===== src/rtl/trap_redirect_unit_pkg.sv =====
`default_nettype none
// ============================================================================
// trap_redirect_unit_pkg -- CSR command encodings and redirect FSM states
// Revision: 1.0
// ============================================================================
package trap_redirect_unit_pkg;

    localparam logic [2:0] CSR_X     = 3'd0;
    localparam logic [2:0] CSR_W     = 3'd1;
    localparam logic [2:0] CSR_S     = 3'd2;
    localparam logic [2:0] CSR_C     = 3'd3;
    localparam logic [2:0] CSR_ECALL = 3'd4;
    localparam logic [2:0] CSR_MRET  = 3'd5;

    typedef enum logic [1:0] {
        ST_IDLE     = 2'd0,
        ST_REDIRECT = 2'd1,
        ST_FLUSH    = 2'd2
    } state_t;

endpackage
`default_nettype wire


===== src/rtl/trap_redirect_unit_flush_counter.sv =====
`default_nettype none
// ============================================================================
// trap_redirect_unit_flush_counter -- loadable down-counter, done at zero
// Revision: 1.0
// ============================================================================
module trap_redirect_unit_flush_counter #(
    parameter int WIDTH = 2
) (
    input  logic             clk,
    input  logic             rst,
    input  logic             load,
    input  logic [WIDTH-1:0] load_value,
    input  logic             dec,
    output logic             done
);

    logic [WIDTH-1:0] count;

    always_ff @(posedge clk or posedge rst) begin
        if (rst) begin
            count <= '0;
        end else if (load) begin
            count <= load_value;
        end else if (dec && (count != '0)) begin
            count <= count - 1'b1;
        end
    end

    assign done = (count == '0);

endmodule
`default_nettype wire


===== src/rtl/trap_redirect_unit.sv =====
`default_nettype none
// ============================================================================
// trap_redirect_unit -- WB-stage trap/branch redirect with squash sequencing
// Revision: 1.0
// ============================================================================
module trap_redirect_unit
    import trap_redirect_unit_pkg::*;
#(
    parameter int FLUSH_CYCLES = 3,
    parameter int XLEN         = 32
) (
    input  logic            clk,
    input  logic            rst,
    input  logic            wb_valid,
    input  logic [XLEN-1:0] wb_pc,
    input  logic [2:0]      csr_cmd,
    input  logic [XLEN-1:0] trap_vector,
    input  logic            br_flg,
    input  logic [XLEN-1:0] br_target,
    input  logic            redirect_ready,
    output logic            redirect_valid,
    output logic [XLEN-1:0] redirect_pc,
    output logic            wb_branch_hazard,
    output logic [XLEN-1:0] mepc,
    output logic [31:0]     trap_count
);

    localparam int CNT_W = (FLUSH_CYCLES > 0) ? $clog2(FLUSH_CYCLES + 1) : 1;

    state_t state;
    logic   accept;
    logic   flush_done;

    assign accept = (state == ST_REDIRECT) && redirect_ready;

    generate
        if (FLUSH_CYCLES > 0) begin : g_flush
            localparam logic [CNT_W-1:0] LOAD_VALUE = CNT_W'(FLUSH_CYCLES - 1);

            trap_redirect_unit_flush_counter #(
                .WIDTH (CNT_W)
            ) u_flush_counter (
                .clk        (clk),
                .rst        (rst),
                .load       (accept),
                .load_value (LOAD_VALUE),
                .dec        (state == ST_FLUSH),
                .done       (flush_done)
            );
        end else begin : g_no_flush
            assign flush_done = 1'b1;
        end
    endgenerate

    always_ff @(posedge clk or posedge rst) begin
        if (rst) begin
            state            <= ST_IDLE;
            redirect_valid   <= 1'b0;
            redirect_pc      <= '0;
            wb_branch_hazard <= 1'b0;
            mepc             <= '0;
            trap_count       <= '0;
        end else begin
            case (state)
                ST_IDLE: begin
                    // ECALL outranks MRET outranks a taken branch
                    if (wb_valid && ((csr_cmd == CSR_ECALL) || (csr_cmd == CSR_MRET) || br_flg)) begin
                        redirect_valid   <= 1'b1;
                        wb_branch_hazard <= 1'b1;
                        state            <= ST_REDIRECT;
                        if (csr_cmd == CSR_ECALL) begin
                            redirect_pc <= trap_vector;
                            mepc        <= wb_pc;
                            trap_count  <= trap_count + 32'd1;
                        end else if (csr_cmd == CSR_MRET) begin
                            redirect_pc <= mepc;
                        end else begin
                            redirect_pc <= br_target;
                        end
                    end
                end
                ST_REDIRECT: begin
                    if (redirect_ready) begin
                        redirect_valid <= 1'b0;
                        if (FLUSH_CYCLES == 0) begin
                            wb_branch_hazard <= 1'b0;
                            state            <= ST_IDLE;
                        end else begin
                            state <= ST_FLUSH;
                        end
                    end
                end
                ST_FLUSH: begin
                    if (flush_done) begin
                        wb_branch_hazard <= 1'b0;
                        state            <= ST_IDLE;
                    end
                end
                default: begin
                    redirect_valid   <= 1'b0;
                    wb_branch_hazard <= 1'b0;
                    state            <= ST_IDLE;
                end
            endcase
        end
    end

endmodule
`default_nettype wire

===== config.mk =====
export PLATFORM = sky130hd
export DESIGN_NAME = trap_redirect_unit
export DESIGN_NICKNAME = d
export VERILOG_FILES = /design/src/rtl/trap_redirect_unit_pkg.sv /design/src/rtl/trap_redirect_unit_flush_counter.sv /design/src/rtl/trap_redirect_unit.sv
export SDC_FILE = /design/constraint.sdc
export NUM_CORES = 1
export LEC_CHECK = 0
export BUFFER_PORTS_ARGS = -buffer_cell sky130_fd_sc_hd__buf_4
export CAP_MARGIN = 20
export CORE_MARGIN = 2
export CORE_UTILIZATION = 52
export DETAILED_ROUTE_END_ITERATION = 8
export GPL_ROUTABILITY_DRIVEN = 0
export PLACE_DENSITY_LB_ADDON = 0.08
export SYNTH_ARGS = -nofsm -noshare
export SYNTH_HDL_FRONTEND = slang
export SYNTH_SLANG_ARGS = --single-unit

===== constraint.sdc =====
create_clock -name clk -period 7.2 [get_ports clk]
set_input_delay 0 -clock clk [delete_from_list [all_inputs] [get_ports clk]]
set_output_delay 0 -clock clk [all_outputs]
set_load 0.01 [all_outputs]

* Word-level counts from Yosys, hierarchy flattened *
Index checks and enable logic that the tools add are counted.

word-level totals
  output and inout bits = 98
  memory bits (read-only) = 0
  bits in registers = 102
  latch bits = 0
  input bits = 104
  RAM bits = 0
  word-level logic and storage cells = 45
  memories = 0

cells by class
  div/mod/pow operators = 0
  reductions and logical operators = 14
  add/sub/neg operators = 2
  muxes and demuxes = 13
  eq/ne operators = 7
  magnitude comparators = 0
  bitwise logic cells = 2
  shift-type cells = 0
  multiply operators = 0

operators by type and width
  operator                 count
  $mux W32                 2
  $add A32 B1 Y32 const B  1
  $reduce_and A3 Y1        4
  $mux W2                  5
  $eq A3 B3 Y1 const B     2
  $ne A2 B2 Y1 const B     3
  $pmux W1 S3              2
  $pmux W2 S3              1
  $logic_not A2 Y1         2
  $reduce_bool A2 Y1       2
  $logic_and A1 B1 Y1      3
  $mux W1                  3
  $eq A2 B1 Y1 const B     1
  $eq A2 B2 Y1 const B     1
  $logic_or A1 B1 Y1       2
  $not A1 Y1               2
  $reduce_and A2 Y1        1
  $sub A2 B1 Y2 const B    1

* Longest topological paths before layout *
  word-level depth = 6
  depth in mapped cells = 7
  gate-level depth less buffers = 5

* Modules after synthesis *
From an unflattened synthesis, not the netlist that was laid out.

unflattened totals
  cells, all modules = 509
  area, all modules = 4,788.3 µm²

by module, submodules not included
  module                            times used  seq. area each (µm²)  cells each  area each (µm²)
  trap_redirect_unit                1           2,502.4               496         4,653.2
  trap_redirect_unit_flush_counter  1           50.0                  13          135.1

* Worst setup path after synthesis *
OpenSTA, ideal clock, no wires.

  path kind = register to register
  start point = register state[0]
  end point = register trap_count[20]
  setup slack = 5,325 ps
  setup time = 79 ps
  period minus slack after synthesis = 1,875 ps
  path buffers = 1
  arrival = 1,796 ps
  cell stages (with the launch flop) = 7
  data required time = 7,121 ps
  cells stage by stage = dfrtp_1 buf_4 nor3b_4 nand4_4 or4_4 nor2b_2 xor2_1

on the way
  cells in the longest elaborated chain, start to end = 2

RTL lines
  item                                RTL line                  text
  from (decl)                         trap_redirect_unit.sv:30  state_t state;
  from (signal assigned)              trap_redirect_unit.sv:57  state <= ST_IDLE;
  from (signal assigned)              trap_redirect_unit.sv:70  state <= ST_REDIRECT;
  from (signal assigned)              trap_redirect_unit.sv:87  state <= ST_IDLE;
  $logic_not A2 Y1                    trap_redirect_unit.sv:64  case (state)
  $reduce_and A3 Y1 (no source line)  --
  to (signal assigned)                trap_redirect_unit.sv:74  trap_count <= trap_count + 32'd1;
  to (decl)                           trap_redirect_unit.sv:25  output logic [31:0] trap_count

Every way passes these cells.
A chain may end at the register's enable or synchronous reset.

* Final worst setup path *
  start point = register state[0]
  end point = register trap_count[27]

The elaborated chain is that of the path after synthesis.

==> metrics.cfg <==
[critical_path]
slowest_stage=nor3_2
critPathRequiredTime_ps=7460
cpLargestDelayFamily=simple AND/OR/NAND/NOR gates
path_max_fanout=52
cp-end-kind=register
cp.arrival_ps=3170
critPathLaunchType=register
path_buf_inv=0
r2r_setup_slack_ps=4290
r2r-start=state[0]
slowest_delay_ps=790
cp_cell_sequence=nor3b_4, nand2_2, nor3_2, nand3_1, xnor2_1
crit_type=register to register
crit_path_start=state[0]

[cts]
cts_resized=0
clk_latency_ps=380
cts_root_buf=clkbuf_8
tritoncts=done
cts_buffer_depth=2
numCtsBuffers=9
cts_setup_buffers=0
htree_levels=3
clk_pin_slew_worst_paths_ps=110
clock_sinks=102

[placed_design]
post-place-ws_ps=4336
dp_hpwl_um=9480
dp.cells=790
io_buffers=201

[hold_path]
hp-start=trap_vector[12]
hp-class=input port to register

[run]
max_cap_violations=0

[power_and_ir_drop]
p_switching_w=0.0008106
seqPwrFrac=0.423
switching_share=0.3685
leakage_nw=3.684
power.share.clock=0.161
share_comb_of_total_power=0.416
ir_drop_mv=0.2337
p_int_w=0.001389
p_total_w=0.002200
cellPowerDensity_mw_per_mm2=301.1

[final_layout]
multi_input_area_sq_mm=0.002052
final_nets=879
area_growth_pct=55.10
diodes=0
fillerInstances=489
final_cell_mix=buf_4 (204), nand2_1 (164), dfrtp_1 (102), dlygate4sd3_1 (80), o21ai_0 (37)
stdcell_count=886
layout-drive-gt1-share=0.2995
final_common_cell=buf_4
regArea_sq_mm=0.002552

[route]
drc=0
wire_per_inst_um=17.89
dr.pass1.iters=5
first_iter_violations=212
vias=4881
wl_um=15850
postRouteAntennaNets=0
vias_per_cell=5.509

[timing]
tns_ps=0
post-route-period-util=0.4042
rsz0062_at_grt=no
finClkSkew_ps=16.87
fin_ws_ps=4289
finalCriticalPeriod_ps=2911
finalSetupViolations=0
slew_headroom=0.2756
timing.final.max_slew_violations=0
final_hold_viol_count=0
tightest_slew_ps=1083
max_freq_ghz=0.3436

[die]
dieArea_sq_mm=0.009834
die_h_um=99.17
start_util=0.5374
io_pins=202
die_x_um=99.17
core_area_sq_mm=0.008763
rows=34

[logic_synthesis]
synthesis.nets=611
ys_warn_count=0
ys.flop_type=dfrtp_1
synth-edff-count=0
async_flop_share=1.000
synth.cell_area_sq_mm=0.004710
ys_seq_elements=102
syn_inst=505
ys_seq_area_frac=0.5420
syn_area_per_cell_sq_um=9.326
ys_types=37

[global_route]
grt_pass1_wl_um=25450
antenna_found_initial=0
grt_pass1_vias=5142
gr-total-overflow=0
grt_max_degree=78
grt_usage=0.3294

[run_status]
outcome=complete, no violations

-- final timing paths --
kind / endpoint / cells after the start
min reg2reg: trap_count[31] / 1
max: trap_count[27] / 5
max reg2reg: trap_count[27] / 5
max in group asynchronous: redirect_pc[31] / 4
min in group asynchronous: trap_count[24] / 3
min: redirect_pc[12] / 5
-- power by group through the flow --
stage / registers [W] / clock network [W] / logic (W)
global route: 0.000957 / 0.000381 / 0.000995
floorplan: 0.000984 / 0 / 0.000281
global placement: 0.000921 / 0 / 0.000755
finish: 0.000931 / 0.000354 / 0.000915
CTS: 0.000919 / 0.000357 / 0.000882
detailed placement: 0.000928 / 0 / 0.000790
-- state kept, by name (all words and copies together), names as in the netlist --
name / flops
redirect_pc: 32
g_flush.u_flush_counter.count: 2
mepc: 32
wb_branch_hazard: 1
state: 2
redirect_valid: 1
trap_count: 32
-- cells in the mapped netlist (all sizes together), types with 2 or more instances --
| cell | instances | area, sq um |
|---|---|---|
| xor2 | 7 | 61.31 |
| nand4 | 7 | 58.81 |
| nand3b | 16 | 120.1 |
| dfrtp | 102 | 2552 |
| o211ai | 16 | 120.1 |
| nor3b | 3 | 38.79 |
| nor2b | 4 | 27.53 |
| nand3 | 11 | 55.05 |
| o21a | 2 | 15.01 |
| and2 | 4 | 25.02 |
| and3 | 5 | 31.28 |
| inv | 4 | 15.01 |
| a21oi | 16 | 80.08 |
| clkbuf | 23 | 86.33 |
| xnor2 | 24 | 210.2 |
| o21ai | 38 | 190.2 |
| and4 | 4 | 35.03 |
| mux2i | 16 | 160.2 |
| buf | 5 | 25.03 |
| nor2 | 22 | 85.09 |
| ha | 2 | 25.02 |
| nand2 | 165 | 619.3 |
| nor3 | 4 | 25.02 |
-- final cells by class --
cell class,instances,share of cell area
Inverter,4,0.002398
Timing Repair Buffer,285,0.3231
Multi-Input combinational cell,371,0.2809
Clock inverter,6,0.006852
Sequential cell,102,0.3494
Tap cell,108,0.01850
Clock buffer,10,0.01884
-- cells by family (layout without fill, tap and decap cells) --
kind of cell    Yosys count  in the layout  synth area share
simple gates            249            249            0.2463
xor+xnor                 31             31           0.05765
fa+ha+maj                 2              2          0.005313
buf+inv                  32            305           0.02683
mux                      16             16           0.03401
compound gates           73             73           0.08794
flops                   102            102            0.5420
-- routing by layer --
layer,routed length (um),track usage
met1,5788,0.3756
met2,8346,0.5899
met3,1136,0.08082
met4,579,0.1380
met5,0,0
-- through the flow --
stage	hold WS [ps]	instance area, sq um	utilization
2_1_floorplan	105.4	4710	-
3_3_place_gp	-14.16	6289	0.7176
3_5_place_dp	-7.363	6316	0.7207
4_1_cts	1.472	7305	0.8335
5_1_grt	60.70	7305	0.8335
6_report	36.07	7305	0.8335
-- worst min-delay path, cell delays in order --
cell,delay (ps)
buf_4,80
mux2i_1,50
nand2_1,60
o21ai_0,60
o21ai_0,130
-- what timing repair did --
action,4_1_cts,5_1_grt
endpoints found under the setup margin,0,0
endpoints found under the hold margin,90,0
hold buffers,80,0
No activity file was read; power rests on OpenSTA's default activity.
